`src/rtl/mod_ctrl_pkg.sv`:
```
// Shared encodings for the multicycle MIPS control unit: opcodes, state codes,
// datapath select codes and the packed control word.
package mod_ctrl_pkg;

  localparam logic [5:0] OP_RTYPE = 6'b000000;
  localparam logic [5:0] OP_LW    = 6'b100011;
  localparam logic [5:0] OP_SW    = 6'b101011;
  localparam logic [5:0] OP_BEQ   = 6'b000100;
  localparam logic [5:0] OP_J     = 6'b000010;
  localparam logic [5:0] OP_ADDI  = 6'b001000;

  typedef enum logic [3:0] {
    S_FETCH     = 4'd0,
    S_DECODE    = 4'd1,
    S_MEM_ADDR  = 4'd2,
    S_MEM_READ  = 4'd3,
    S_MEM_WB    = 4'd4,
    S_MEM_WRITE = 4'd5,
    S_EXECUTE   = 4'd6,
    S_R_WB      = 4'd7,
    S_BRANCH    = 4'd8,
    S_JUMP      = 4'd9,
    S_ADDI_EX   = 4'd10,
    S_ADDI_WB   = 4'd11
  } state_e;

  typedef enum logic [1:0] {
    ALU_ADD   = 2'b00,
    ALU_SUB   = 2'b01,
    ALU_FUNCT = 2'b10
  } alu_op_e;

  typedef enum logic [1:0] {
    SRCB_REG     = 2'b00,
    SRCB_FOUR    = 2'b01,
    SRCB_IMM     = 2'b10,
    SRCB_IMM_SH2 = 2'b11
  } alu_src_b_e;

  typedef enum logic [1:0] {
    PCSRC_ALU    = 2'b00,
    PCSRC_ALUOUT = 2'b01,
    PCSRC_JUMP   = 2'b10
  } pc_source_e;

  typedef struct packed {
    logic       pc_write;
    logic       pc_write_cond;
    pc_source_e pc_source;
    logic       i_or_d;
    logic       mem_read;
    logic       mem_write;
    logic       ir_write;
    logic       mem_to_reg;
    logic       reg_dst;
    logic       reg_write;
    logic       alu_src_a;
    alu_src_b_e alu_src_b;
    alu_op_e    alu_op;
    logic       insn_done;
  } ctrl_t;

  function automatic logic is_known_op(input logic [5:0] op);
    return (op == OP_RTYPE) || (op == OP_LW) || (op == OP_SW) ||
           (op == OP_BEQ)   || (op == OP_J)  || (op == OP_ADDI);
  endfunction

endpackage

```
`src/rtl/mod_ctrl_out_decode.sv`:
```
// Moore output decode: maps the current state (and mem_ready in the two
// handshake states that complete on it) to the full datapath control word.
module mod_ctrl_out_decode
  import mod_ctrl_pkg::*;
(
  input  state_e state_i,
  input  logic   mem_ready_i,
  output ctrl_t  ctrl_o
);

  always_comb begin
    // NOTE: default the whole word first so every path assigns every bit; a
    // missing assignment in any branch would otherwise infer a latch.
    ctrl_o = '0;
    case (state_i)
      S_FETCH: begin
        ctrl_o.mem_read  = 1'b1;
        ctrl_o.alu_src_b = SRCB_FOUR;
        ctrl_o.ir_write  = mem_ready_i;
        ctrl_o.pc_write  = mem_ready_i;
      end
      S_DECODE: begin
        ctrl_o.alu_src_b = SRCB_IMM_SH2;
      end
      S_MEM_ADDR: begin
        ctrl_o.alu_src_a = 1'b1;
        ctrl_o.alu_src_b = SRCB_IMM;
      end
      S_MEM_READ: begin
        ctrl_o.mem_read = 1'b1;
        ctrl_o.i_or_d   = 1'b1;
      end
      S_MEM_WB: begin
        ctrl_o.reg_write  = 1'b1;
        ctrl_o.mem_to_reg = 1'b1;
        ctrl_o.insn_done  = 1'b1;
      end
      S_MEM_WRITE: begin
        ctrl_o.mem_write = 1'b1;
        ctrl_o.i_or_d    = 1'b1;
        ctrl_o.insn_done = mem_ready_i;
      end
      S_EXECUTE: begin
        ctrl_o.alu_src_a = 1'b1;
        ctrl_o.alu_src_b = SRCB_REG;
        ctrl_o.alu_op    = ALU_FUNCT;
      end
      S_R_WB: begin
        ctrl_o.reg_dst   = 1'b1;
        ctrl_o.reg_write = 1'b1;
        ctrl_o.insn_done = 1'b1;
      end
      S_BRANCH: begin
        ctrl_o.alu_src_a     = 1'b1;
        ctrl_o.alu_op        = ALU_SUB;
        ctrl_o.pc_write_cond = 1'b1;
        ctrl_o.pc_source     = PCSRC_ALUOUT;
        ctrl_o.insn_done     = 1'b1;
      end
      S_JUMP: begin
        ctrl_o.pc_write  = 1'b1;
        ctrl_o.pc_source = PCSRC_JUMP;
        ctrl_o.insn_done = 1'b1;
      end
      S_ADDI_EX: begin
        ctrl_o.alu_src_a = 1'b1;
        ctrl_o.alu_src_b = SRCB_IMM;
      end
      S_ADDI_WB: begin
        ctrl_o.reg_write = 1'b1;
        ctrl_o.insn_done = 1'b1;
      end
      default: ctrl_o = '0;
    endcase
  end

endmodule

```
`src/rtl/mod_multicycle_ctrl.sv`:
```
// Multicycle MIPS control unit: state register, next-state logic and the
// registered illegal-opcode pulse; outputs come from mod_ctrl_out_decode.
module mod_multicycle_ctrl
  import mod_ctrl_pkg::*;
(
  input  logic       clk,
  input  logic       rst,
  input  logic [5:0] opcode,
  input  logic       mem_ready,
  output logic       pc_write,
  output logic       pc_write_cond,
  output logic [1:0] pc_source,
  output logic       i_or_d,
  output logic       mem_read,
  output logic       mem_write,
  output logic       ir_write,
  output logic       mem_to_reg,
  output logic       reg_dst,
  output logic       reg_write,
  output logic       alu_src_a,
  output logic [1:0] alu_src_b,
  output logic [1:0] alu_op,
  output logic       insn_done,
  output logic       illegal_op,
  output logic [3:0] state
);

  state_e state_q, state_d;
  logic   illegal_q, illegal_d;
  ctrl_t  ctrl_raw, ctrl;

  always_comb begin
    state_d   = S_FETCH;
    illegal_d = 1'b0;
    case (state_q)
      S_FETCH:     state_d = mem_ready ? S_DECODE : S_FETCH;
      S_DECODE: begin
        case (opcode)
          OP_RTYPE:     state_d = S_EXECUTE;
          OP_LW, OP_SW: state_d = S_MEM_ADDR;
          OP_BEQ:       state_d = S_BRANCH;
          OP_J:         state_d = S_JUMP;
          OP_ADDI:      state_d = S_ADDI_EX;
          default:      state_d = S_FETCH;
        endcase
        illegal_d = !is_known_op(opcode);
      end
      S_MEM_ADDR: begin
        if (opcode == OP_LW)      state_d = S_MEM_READ;
        else if (opcode == OP_SW) state_d = S_MEM_WRITE;
        else                      state_d = S_FETCH;
      end
      S_MEM_READ:  state_d = mem_ready ? S_MEM_WB : S_MEM_READ;
      S_MEM_WRITE: state_d = mem_ready ? S_FETCH : S_MEM_WRITE;
      S_EXECUTE:   state_d = S_R_WB;
      S_ADDI_EX:   state_d = S_ADDI_WB;
      default:     state_d = S_FETCH;
    endcase
  end

  // NOTE: sequential state uses non-blocking assignments so every flop samples
  // pre-edge values regardless of block ordering in simulation.
  always_ff @(posedge clk or posedge rst) begin
    if (rst) begin
      state_q   <= S_FETCH;
      illegal_q <= 1'b0;
    end else begin
      state_q   <= state_d;
      illegal_q <= illegal_d;
    end
  end

  mod_ctrl_out_decode u_out_decode (
    .state_i     (state_q),
    .mem_ready_i (mem_ready),
    .ctrl_o      (ctrl_raw)
  );

  // Reset overrides the FETCH strobes combinationally so nothing fires while held.
  assign ctrl = rst ? '0 : ctrl_raw;

  assign pc_write      = ctrl.pc_write;
  assign pc_write_cond = ctrl.pc_write_cond;
  assign pc_source     = ctrl.pc_source;
  assign i_or_d        = ctrl.i_or_d;
  assign mem_read      = ctrl.mem_read;
  assign mem_write     = ctrl.mem_write;
  assign ir_write      = ctrl.ir_write;
  assign mem_to_reg    = ctrl.mem_to_reg;
  assign reg_dst       = ctrl.reg_dst;
  assign reg_write     = ctrl.reg_write;
  assign alu_src_a     = ctrl.alu_src_a;
  assign alu_src_b     = ctrl.alu_src_b;
  assign alu_op        = ctrl.alu_op;
  assign insn_done     = ctrl.insn_done;
  assign illegal_op    = illegal_q;
  assign state         = state_q;

endmodule

```
`config.mk`:
```
export PLATFORM = sky130hd
export DESIGN_NAME = mod_multicycle_ctrl
export DESIGN_NICKNAME = d
export VERILOG_FILES = /design/src/rtl/mod_ctrl_pkg.sv /design/src/rtl/mod_ctrl_out_decode.sv /design/src/rtl/mod_multicycle_ctrl.sv
export SDC_FILE = /design/constraint.sdc
export NUM_CORES = 1
export LEC_CHECK = 0
export BUFFER_PORTS_ARGS = -buffer_cell sky130_fd_sc_hd__buf_2
export CORE_MARGIN = 1
export CORE_UTILIZATION = 41
export CTS_CLUSTER_SIZE = 14
export DETAILED_ROUTE_END_ITERATION = 10
export PLACE_DENSITY = 0.83
export REMOVE_ABC_BUFFERS = 1
export SYNTH_ARGS = -nofsm -noshare
export SYNTH_HDL_FRONTEND = slang
export SYNTH_HIERARCHICAL = 1
export SYNTH_SLANG_ARGS = --single-unit
```
`constraint.sdc`:
```
create_clock -name clk -period 1.37 [get_ports clk]
set_clock_uncertainty 0.05 [all_clocks]
set_input_delay 0.0685 -clock clk [delete_from_list [all_inputs] [get_ports clk]]
set_output_delay 0.0685 -clock clk [all_outputs]
set_load 0.01 [all_outputs]
```
==> results.json, run 1 <==
{
  "run_status": "finished, violations left",
  "violations": "setup timing",
  "grt_max_degree": 19,
  "cts_tree": "done",
  "max_freq_mhz": 592,
  "path_class": "reg2out",
  "initial_core_util_pct": 44.6,
  "antenna_found_initial": 0,
  "antennaDiodeCount": 0,
  "synth_area_sq_um": 688,
  "root_buffer": "clkbuf_4",
  "cts.htree.levels": 1,
  "ys_ff_latch": 5,
  "hold_path_class": "in2reg",
  "overflow": 0,
  "cts_buffer_depth": 2,
  "routed_wl_um": 3020,
  "synth-seq-area-share_pct": 18.2,
  "drive_gt1_share_pct": 62.7,
  "endpoint_kind": "primary output",
  "rrSetupSlack_ps": -290,
  "first_pass_iters": 4,
  "chipHeight_um": 43.0,
  "crit_required_ps": 1250,
  "drt-vias-per-instance": 5.93,
  "setup_violations": 22,
  "fin_crit_sh_pct": 123,
  "vias": 985,
  "grt_pass1_wl_um": 3960,
  "port_buffers": 30,
  "power.leakage_nw": 0.618,
  "postSynthAreaPerCell_sq_um": 7.48,
  "rsz0062_at_grt": "yes",
  "drc": 0,
  "grt.total_usage_pct": 28.2,
  "yosysWarningCount": 6,
  "dieWidth_um": 43.0,
  "clkTransAtPathRegs_ps": 60,
  "globalplace.congestion": 0.873,
  "ios": 31,
  "max_cap_violations": 0,
  "fillers": 99,
  "crit_path_max_incr_delay_ps": 430,
  "setup_ws_ps": -319,
  "numCtsBuffers": 3,
  "crit_fanout": 5,
  "coreArea_sq_um": 1540,
  "max_slew_margin_pct": 75.5,
  "worstHoldEndpoint": "state[0]$_DFF_PP0_",
  "syn2layout_area_growth_pct": 81.3,
  "r2r_cells": 5,
  "worstPathCellList": "buf_6, nor3b_4, a21oi_2, nor3_1, nor2b_2, buf_2",
  "grt_pass1_vias": 863,
  "netlist_instances": 92,
  "crit_path_start_kind": "register",
  "detail-route-antenna-nets": 0,
  "power.density_nw_per_um2": 569,
  "dp_hpwl_um": 1440,
  "cts_sinks": 5,
  "hold_viol": 0,
  "worst_pin_slew_ps": 364,
  "nNetsFinal": 160,
  "min_path_cells": 2,
  "period_needed_ps": 1690,
  "clock_latency_ps": 260,
  "slew_violations": 0,
  "r2r-end": "state[2]$_DFF_PP0_",
  "wl_per_cell_um": 18.2,
  "final_util_pct": 80.9,
  "hp-start": "opcode[1]",
  "finalSetupTns_ps": -4840,
  "cp_slowest_cell": "dfrtp_1",
  "dieArea_sq_um": 1850,
  "timing.rr.start": "state[3]$_DFF_PP0_",
  "num_rows": 14,
  "synth_cell_types": 33,
  "max-vdd-ir-drop_mv": 0.396,
  "cp_data_arrival_time_ps": 1570,
  "hold_slack_ps": 68.8,
  "drt_iter0_markers": 22
}
Yosys cell counts (all sizes together):
| master | count | share of area (%) |
|---|---|---|
| or3 | 2 | 1.8 |
| o311ai | 1 | 1.3 |
| and3b | 2 | 2.5 |
| or2 | 1 | 1.3 |
| clkbuf | 2 | 1.3 |
| o21ai | 2 | 1.5 |
| mux2i | 1 | 1.5 |
| and2b | 1 | 1.1 |
| nor3b | 3 | 4.0 |
| a21oi | 7 | 5.1 |
| nor4 | 1 | 1.8 |
| a221o | 1 | 1.5 |
| nor4b | 1 | 3.5 |
| nand2b | 6 | 5.5 |
| nand3b | 1 | 1.1 |
| a2111o | 1 | 1.6 |
| xnor2 | 2 | 2.5 |
| dfrtp | 5 | 18 |
| a21o | 1 | 1.1 |
| buf | 4 | 4.9 |
| inv | 2 | 1.1 |
| nor2 | 10 | 5.5 |
| nor2b | 17 | 15 |
| o22ai | 1 | 0.91 |
| nand4b | 1 | 1.3 |
| o21a | 2 | 2.2 |
| o2111ai | 1 | 1.3 |
| nor3 | 8 | 5.8 |
| a41o | 1 | 1.5 |
| nand2 | 4 | 2.2 |
routing by layer:
metal	global-route usage (%)	wire [um]	part of all wire, %	vias to the layer above
li1	-	-	-	442
met1	36.4	1100	36	469
met2	45.5	1550	51	55
met3	3.83	234	7.8	19
met4	13.9	138	4.6	0
met5	0	0	0	-
area by class of cell:
cell class | count | area [sq um] | share of cell area [%]
Inverter | 2 | 7.51 | 0.602
Tap cell | 16 | 20.0 | 1.60
Clock buffer | 4 | 26.3 | 2.11
Multi-Input combinational cell | 79 | 657 | 52.7
Timing Repair Buffer | 60 | 408 | 32.7
Sequential cell | 5 | 129 | 10.3
per-stage QoR:
stage	total power [mW]	area (sq um)	cells	worst slack [ps]
final	0.710	1250	166	-319
after global routing	0.726	1250	166	-350
after CTS	0.633	1120	162	-227
after detailed placement	0.394	921	146	-144
after global placement	0.385	921	146	-61.9
after floorplan	0.289	646	86	-230
cell usage in the layout (no fill, tap or decap), drive strengths merged:
cell and instances:
buf 59, nor2b 17, nor2 10, nor3 8, a21oi 7, nand2b 6
dfrtp 5, nand2 4, clkbuf 4, nor3b 3, inv 2, or3 2
and3b 2, o21a 2, xnor2 2, o21ai 2, nand3b 1, o2111ai 1
nor4 1, nand4b 1, a41o 1, a2111o 1, a21o 1, and2b 1
mux2i 1, a221o 1, dlygate4sd3 1, or2 1, o311ai 1, nor4b 1
o22ai 1
report_power, final:
part / internal (mW) / leakage [nW] / total (mW) / switching (mW)
Clock: 0.112 / 0.0150 / 0.195 / 0.0831
Sequential: 0.158 / 0.0620 / 0.167 / 0.00965
Combinational: 0.170 / 0.541 / 0.348 / 0.178
Total: 0.439 / 0.618 / 0.710 / 0.271
logic make-up after synthesis:
family / after synthesis / synth area share, %
DFF: 5 / 18.2
buffers and inverters: 8 / 7.27
xor gates and xnor gates: 2 / 2.55
AOI/OAI and AO/OA: 18 / 17.8
muxes: 1 / 1.45
and+or+nand+nor: 58 / 52.7
sequential cells by signal (all words and copies together), names as in the netlist:
register / cells
illegal_op: 1
state: 4
worst max-delay path, delay by kind of cell (launching register included):
family	cells	cell delay (ps)
buffers and inverters	2	300
DFF	1	430
and+or+nand+nor	3	550
AOI/OAI and AO/OA	1	40
worst max path at each step:
stage	cells past startpoint	to	slack, ps	startpoint
2_1_floorplan	4	state[0]$_DFF_PP0_	-230	state[0]$_DFF_PP0_
3_3_place_gp	4	ir_write	-60	state[2]$_DFF_PP0_
3_5_place_dp	3	state[0]$_DFF_PP0_	-140	state[2]$_DFF_PP0_
4_1_cts	5	insn_done	-230	state[3]$_DFF_PP0_
5_1_grt	5	state[2]$_DFF_PP0_	-350	state[3]$_DFF_PP0_
6_report	6	pc_write	-320	state[0]$_DFF_PP0_
what timing repair did:
action / 4_1_cts / 5_1_grt
buffers inserted: 11 / 4
endpoints found under the hold margin: 5 / 0
hold buffers: 1 / 0
pin swaps: 2 / 6
endpoints found under the setup margin: 20 / 22
resized for setup: 19 / 22
Note: power is estimated with default switching activity, not from simulation.
==> inputs of run 2 (changes only) <==
Settings changed: CORE_UTILIZATION 41 to 40, SYNTH_HIERARCHICAL 1 to not set.
==> results.json, run 2 <==
{
  "run_status": "finished, violations left",
  "violations": "setup timing",
  "p_clk_share_pct": 29.5,
  "nNetsFinal": 144,
  "worst_pin_slew_ps": 504,
  "cts_tree": "done",
  "netlist_instances": 88,
  "max-vdd-ir-drop_mv": 0.411,
  "swShare_pct": 38.3,
  "synth_edf_count": 0,
  "hold_slack_ps": 110,
  "synthTopCellsByCount": "11 x nor2_1, 8 x nor3_1, 7 x a21oi_1",
  "path_class": "reg2reg",
  "setup_violations": 22,
  "power.leakage_nw": 0.515,
  "hold_viol": 0,
  "worstHoldEndpoint": "illegal_op$_DFF_PP0_",
  "final_cell_mix": "30 x buf_2, 11 x buf_4, 9 x nor2_1",
  "largest_register_ffs": 4,
  "hold_path_class": "in2reg",
  "cts_buffer_depth": 2,
  "ys_ff_latch": 5,
  "min_path_cells": 3,
  "max_cap_violations": 0,
  "first_pass_iters": 4,
  "synth_top_flop_cell": "dfrtp_1",
  "cp_data_arrival_time_ps": 2250,
  "rrSetupSlack_ps": -780,
  "initial_core_util_pct": 45.0,
  "cp_slowest_cell": "or4b_4",
  "root_buffer": "clkbuf_4",
  "routed_wl_um": 2930,
  "syn2layout_area_growth_pct": 79.8,
  "intPower_mw": 0.403,
  "finalNonFillerCells": 149,
  "drt-vias-per-instance": 6.48,
  "setup_ws_ps": -776,
  "grt_pass1_wl_um": 3550,
  "timing.rr.start": "state[3]$_DFF_PP0_",
  "synth_cell_types": 33,
  "clkTransAtPathRegs_ps": 50,
  "fin_crit_sh_pct": 157,
  "dieArea_sq_um": 1700,
  "crit_fanout": 2,
  "globalplace.congestion": 0.802,
  "antennaDiodeCount": 0,
  "antenna_found_initial": 0,
  "grt.total_usage_pct": 32.9,
  "synth_top_area_cell": "dfrtp_1",
  "r2r-end": "state[0]$_DFF_PP0_",
  "port_buffers": 30,
  "period_needed_ps": 2150,
  "p_seq_share_pct": 25.1,
  "numCtsBuffers": 3,
  "yosysMostFrequentCell": "nor2_1",
  "drive_gt1_share_pct": 54.5,
  "rsz0062_at_grt": "yes",
  "vias": 966,
  "crit_path_start_kind": "register",
  "dieWidth_um": 41.2,
  "postLayoutCellArea_sq_um": 1100,
  "wl_per_cell_um": 19.7,
  "max_freq_mhz": 466,
  "cts.htree.levels": 1,
  "synthArstFlopShare_pct": 100,
  "power_mw": 0.653,
  "coreArea_sq_um": 1370,
  "synth-seq-area-share_pct": 20.4,
  "grt_max_degree": 22,
  "dp_hpwl_um": 1350,
  "synth_area_sq_um": 614,
  "synth_top_area_share_pct": 20.4,
  "yosys-top-cells-area": "dfrtp_1 20%, nor2_1 6.7%, nor3_1 6.5%",
  "hp-start": "opcode[5]",
  "max_slew_margin_pct": 66.1,
  "yosysWarningCount": 0,
  "grt_pass1_vias": 786,
  "overflow": 0,
  "comb_power_share_pct": 45.4,
  "drt_iter0_markers": 69,
  "crit_path_max_incr_delay_ps": 560,
  "worstPathCellList": "or4b_4, or4_4, or4b_1, o211ai_1",
  "dp_slack_ps": -688,
  "detail-route-antenna-nets": 0,
  "drc": 0,
  "chipHeight_um": 41.2,
  "num_rows": 13,
  "power.density_nw_per_um2": 591,
  "crit_required_ps": 1480,
  "cts_sinks": 5,
  "layout_commonest_cell": "buf_2",
  "postSynthAreaPerCell_sq_um": 6.98,
  "endpoint_kind": "register",
  "dp_cells": 137,
  "ios": 31,
  "p_sw_mw": 0.250,
  "place_area_sq_um": 832,
  "slew_violations": 0,
  "r2r_cells": 4,
  "clock_latency_ps": 260
}
-- run 2: cell types whose count changed in the layout (fill, tap and decap cells not counted), moves of 3 or more --
cell / delta
dfrtp_1: +3
dfrtp_2: -3
nor2b_1: -13
buf_4: -10
o21ai_0: +3
buf_6: -3
-- run 2: timing repair --
item	4_1_cts	5_1_grt
hold buffers	1	0
hold endpoints to repair	5	0
pin swaps	3	6
setup endpoints to repair	21	22
gates cloned	1	0
resized for setup	23	12
buffers inserted	5	3
-- run 2: power groups by stage --
stage	Sequential, mW	Combinational (mW)	Clock, mW
floorplan	0.186	0.0826	0
global placement	0.163	0.197	0
detailed placement	0.163	0.203	0
CTS	0.162	0.247	0.185
global route	0.164	0.317	0.202
finish	0.164	0.296	0.193
-- run 2: area by class of cell --
class | count | area, sq um
clock buffer | 4 | 26.3
fill | 68 | 262
inverter | 3 | 11.3
multi-input combinational | 72 | 562
sequential | 5 | 125
tap | 15 | 18.8
timing repair buffer | 50 | 362
-- run 2: per-stage QoR --
stage / setup TNS (ps) / utilization (%)
final: -5370 / 80.9
after global routing: -6640 / 80.9
after CTS: -4970 / 76.8
after detailed placement: -2150 / 60.9
after global placement: -1810 / 60.9
after floorplan: -3070 / -
-- run 2: critical path, delay by kind of cell (launching register included) --
kind / cells / cell delay [ps]
AOI/OAI and AO/OA: 1 / 150
DFF: 1 / 380
and+or+nand+nor: 3 / 1470
-- run 2: worst max-delay path by stage --
stage                             from            endpoint  depth (start not counted)
detailed placement  state[1]$_DFF_PP0_  state[0]$_DFF_PP0_                          4
finish              state[3]$_DFF_PP0_  state[0]$_DFF_PP0_                          4
global route        state[3]$_DFF_PP0_  state[0]$_DFF_PP0_                          4
floorplan           state[0]$_DFF_PP0_  state[0]$_DFF_PP0_                          4
CTS                 state[3]$_DFF_PP0_  state[0]$_DFF_PP0_                          4
global placement    state[1]$_DFF_PP0_  state[0]$_DFF_PP0_                          4
-- run 2: cell families after synthesis --
kind of cell	after synthesis	synth area share, %
buffers and inverters	11	8.55
muxes	1	1.63
xor gates and xnor gates	2	2.85
DFF	5	20.4
and+or+nand+nor	51	48.7
AOI/OAI and AO/OA	18	17.9
-- run 2: routing by layer --
metal / global-route usage, % / up-vias / share of wire (%)
li1: - / 415 / -
met1: 37.7 / 444 / 37
met2: 54.7 / 90 / 49
met3: 10.3 / 17 / 10
met4: 15.3 / 0 / 4.5
met5: 0 / - / 0
==> inputs of run 3 (changes only) <==
Settings changed: CORE_UTILIZATION 40 to 30, PLACE_DENSITY 0.83 to 0.68.
==> results.json, run 3 (synthesized netlist as in run 2, its figures left out) <==
{
  "cts_tree": "done",
  "grt_pass1_vias": 767,
  "numCtsBuffers": 3,
  "grt.busiest_layer": "met2",
  "grt_max_degree": 22,
  "antenna_found_initial": 0,
  "violations": "setup timing",
  "path_class": "reg2reg",
  "min_path_cells": 3,
  "max-vdd-ir-drop_mv": 0.313,
  "crit_path_start_kind": "register",
  "crit_fanout": 2,
  "setup_ws_ps": -715,
  "path_buf_inv": 0,
  "wl_per_cell_um": 15.9,
  "syn2layout_area_growth_pct": 109,
  "hold_path_class": "in2reg",
  "period_needed_ps": 2090,
  "dieArea_sq_um": 2230,
  "r2r_cells": 4,
  "largest_register_ffs": 4,
  "globalplace.congestion": 0.862,
  "worst_pin_slew_ps": 462,
  "antennaDiodeCount": 0,
  "drt-vias-per-instance": 5.59,
  "root_buffer": "clkbuf_4",
  "power.density_nw_per_um2": 523,
  "clkTransAtPathRegs_ps": 50,
  "critical-path-top-delay-family": "simple AND/OR/NAND/NOR gates",
  "setup_violations": 22,
  "worstPathCellList": "or4b_4, or4_4, or4b_1, o211ai_1",
  "drt_iter0_markers": 23,
  "worst-path-stages": 4,
  "use_met1_pct": 27.5,
  "vias": 945,
  "max_cap_violations": 0,
  "dp_slack_ps": -667,
  "port_buffers": 30,
  "cts.htree.levels": 1,
  "crit_required_ps": 1470,
  "detail-route-antenna-nets": 0,
  "met3_usage_pct": 0.769,
  "cp_slowest_cell": "or4b_4",
  "endpoint_kind": "register",
  "max_slew_margin_pct": 68.9,
  "slew_violations": 0,
  "dieWidth_um": 47.3,
  "dp_hpwl_um": 1340,
  "layout_commonest_cell": "buf_2",
  "cts_buffer_depth": 2,
  "clock_latency_ps": 240,
  "num_rows": 16,
  "nNetsFinal": 152,
  "grt_util_met2_pct": 37.5,
  "chipHeight_um": 47.3,
  "cts_sinks": 5,
  "drive_gt1_share_pct": 65.5,
  "power.leakage_nw": 0.588,
  "rsz0062_at_grt": "yes",
  "run_status": "finished, violations left",
  "coreArea_sq_um": 1940,
  "final_cell_mix": "29 x buf_2, 17 x buf_4, 8 x buf_6, 7 x nor2_1, 5 x dfrtp_1",
  "initial_core_util_pct": 31.6,
  "max_freq_mhz": 480,
  "first_pass_iters": 4,
  "routed_wl_um": 2690,
  "overflow": 0,
  "ios": 31,
  "drc": 0,
  "grt.total_usage_pct": 20.9,
  "crit_path_max_incr_delay_ps": 550,
  "cp_data_arrival_time_ps": 2190,
  "hold_viol": 0,
  "power_mw": 0.671,
  "grt_pass1_wl_um": 3360,
  "fin_crit_sh_pct": 152
}
==> run 3: tightest hold or removal path: stages <==
cell and delay, ps:
buf_2 110, nor4_1 80, nor3_4 110
==> run 3: power by group <==
group          switching [mW]  leakage, nW  total, mW  internal, mW
clock                  0.0623       0.0150      0.173         0.110
combinational           0.172        0.506      0.336         0.164
sequential            0.00510       0.0669      0.163         0.158
==> run 3: final cells by class <==
class,instances,area (sq um)
sequential,5,125
multi-input combinational,72,654
inverter,3,11.3
fill,146,658
clock buffer,4,26.3
timing repair buffer,58,433
tap,27,33.8
==> run 3: path summary, 6_finish.rpt <==
| kind | startpoint | endpoint | slack (ps) |
|---|---|---|---|
| min reg2reg | state[3]$_DFF_PP0_ | state[0]$_DFF_PP0_ | 730 |
| min | opcode[5] | illegal_op$_DFF_PP0_ | 130 |
| min in group asynchronous | rst | illegal_op$_DFF_PP0_ | 530 |
| max reg2reg | state[1]$_DFF_PP0_ | state[0]$_DFF_PP0_ | -720 |
| max | state[1]$_DFF_PP0_ | state[0]$_DFF_PP0_ | -720 |
| max in group asynchronous | rst | state[1]$_DFF_PP0_ | 630 |
==> run 3: per-stage QoR <==
step | TNS [ps] | cells | hold slack, ps | instance area (sq um) | util, %
floorplan | -3070 | 80 | -184 | 573 | -
global placement | -1960 | 151 | 126 | 862 | 44.4
detailed placement | -2090 | 151 | 126 | 862 | 44.4
CTS | -4260 | 163 | 102 | 1140 | 58.9
global route | -5640 | 169 | 155 | 1280 | 66.1
finish | -4380 | 169 | 125 | 1280 | 66.1
==> run 3: repair_timing <==
| action | 4_1_cts | 5_1_grt |
|---|---|---|
| hold endpoints to repair | 5 | 0 |
| setup buffers | 7 | 7 |
| hold buffers | 1 | 0 |
| gates resized for setup | 39 | 22 |
| pin swaps | 7 | 9 |
| setup endpoints to repair | 21 | 23 |
==> run 3: layer usage <==
layer  wire (um)  vias up
li1            -      431
met1         987      452
met2        1470       50
met3         132       12
met4          95        0
met5           0        -
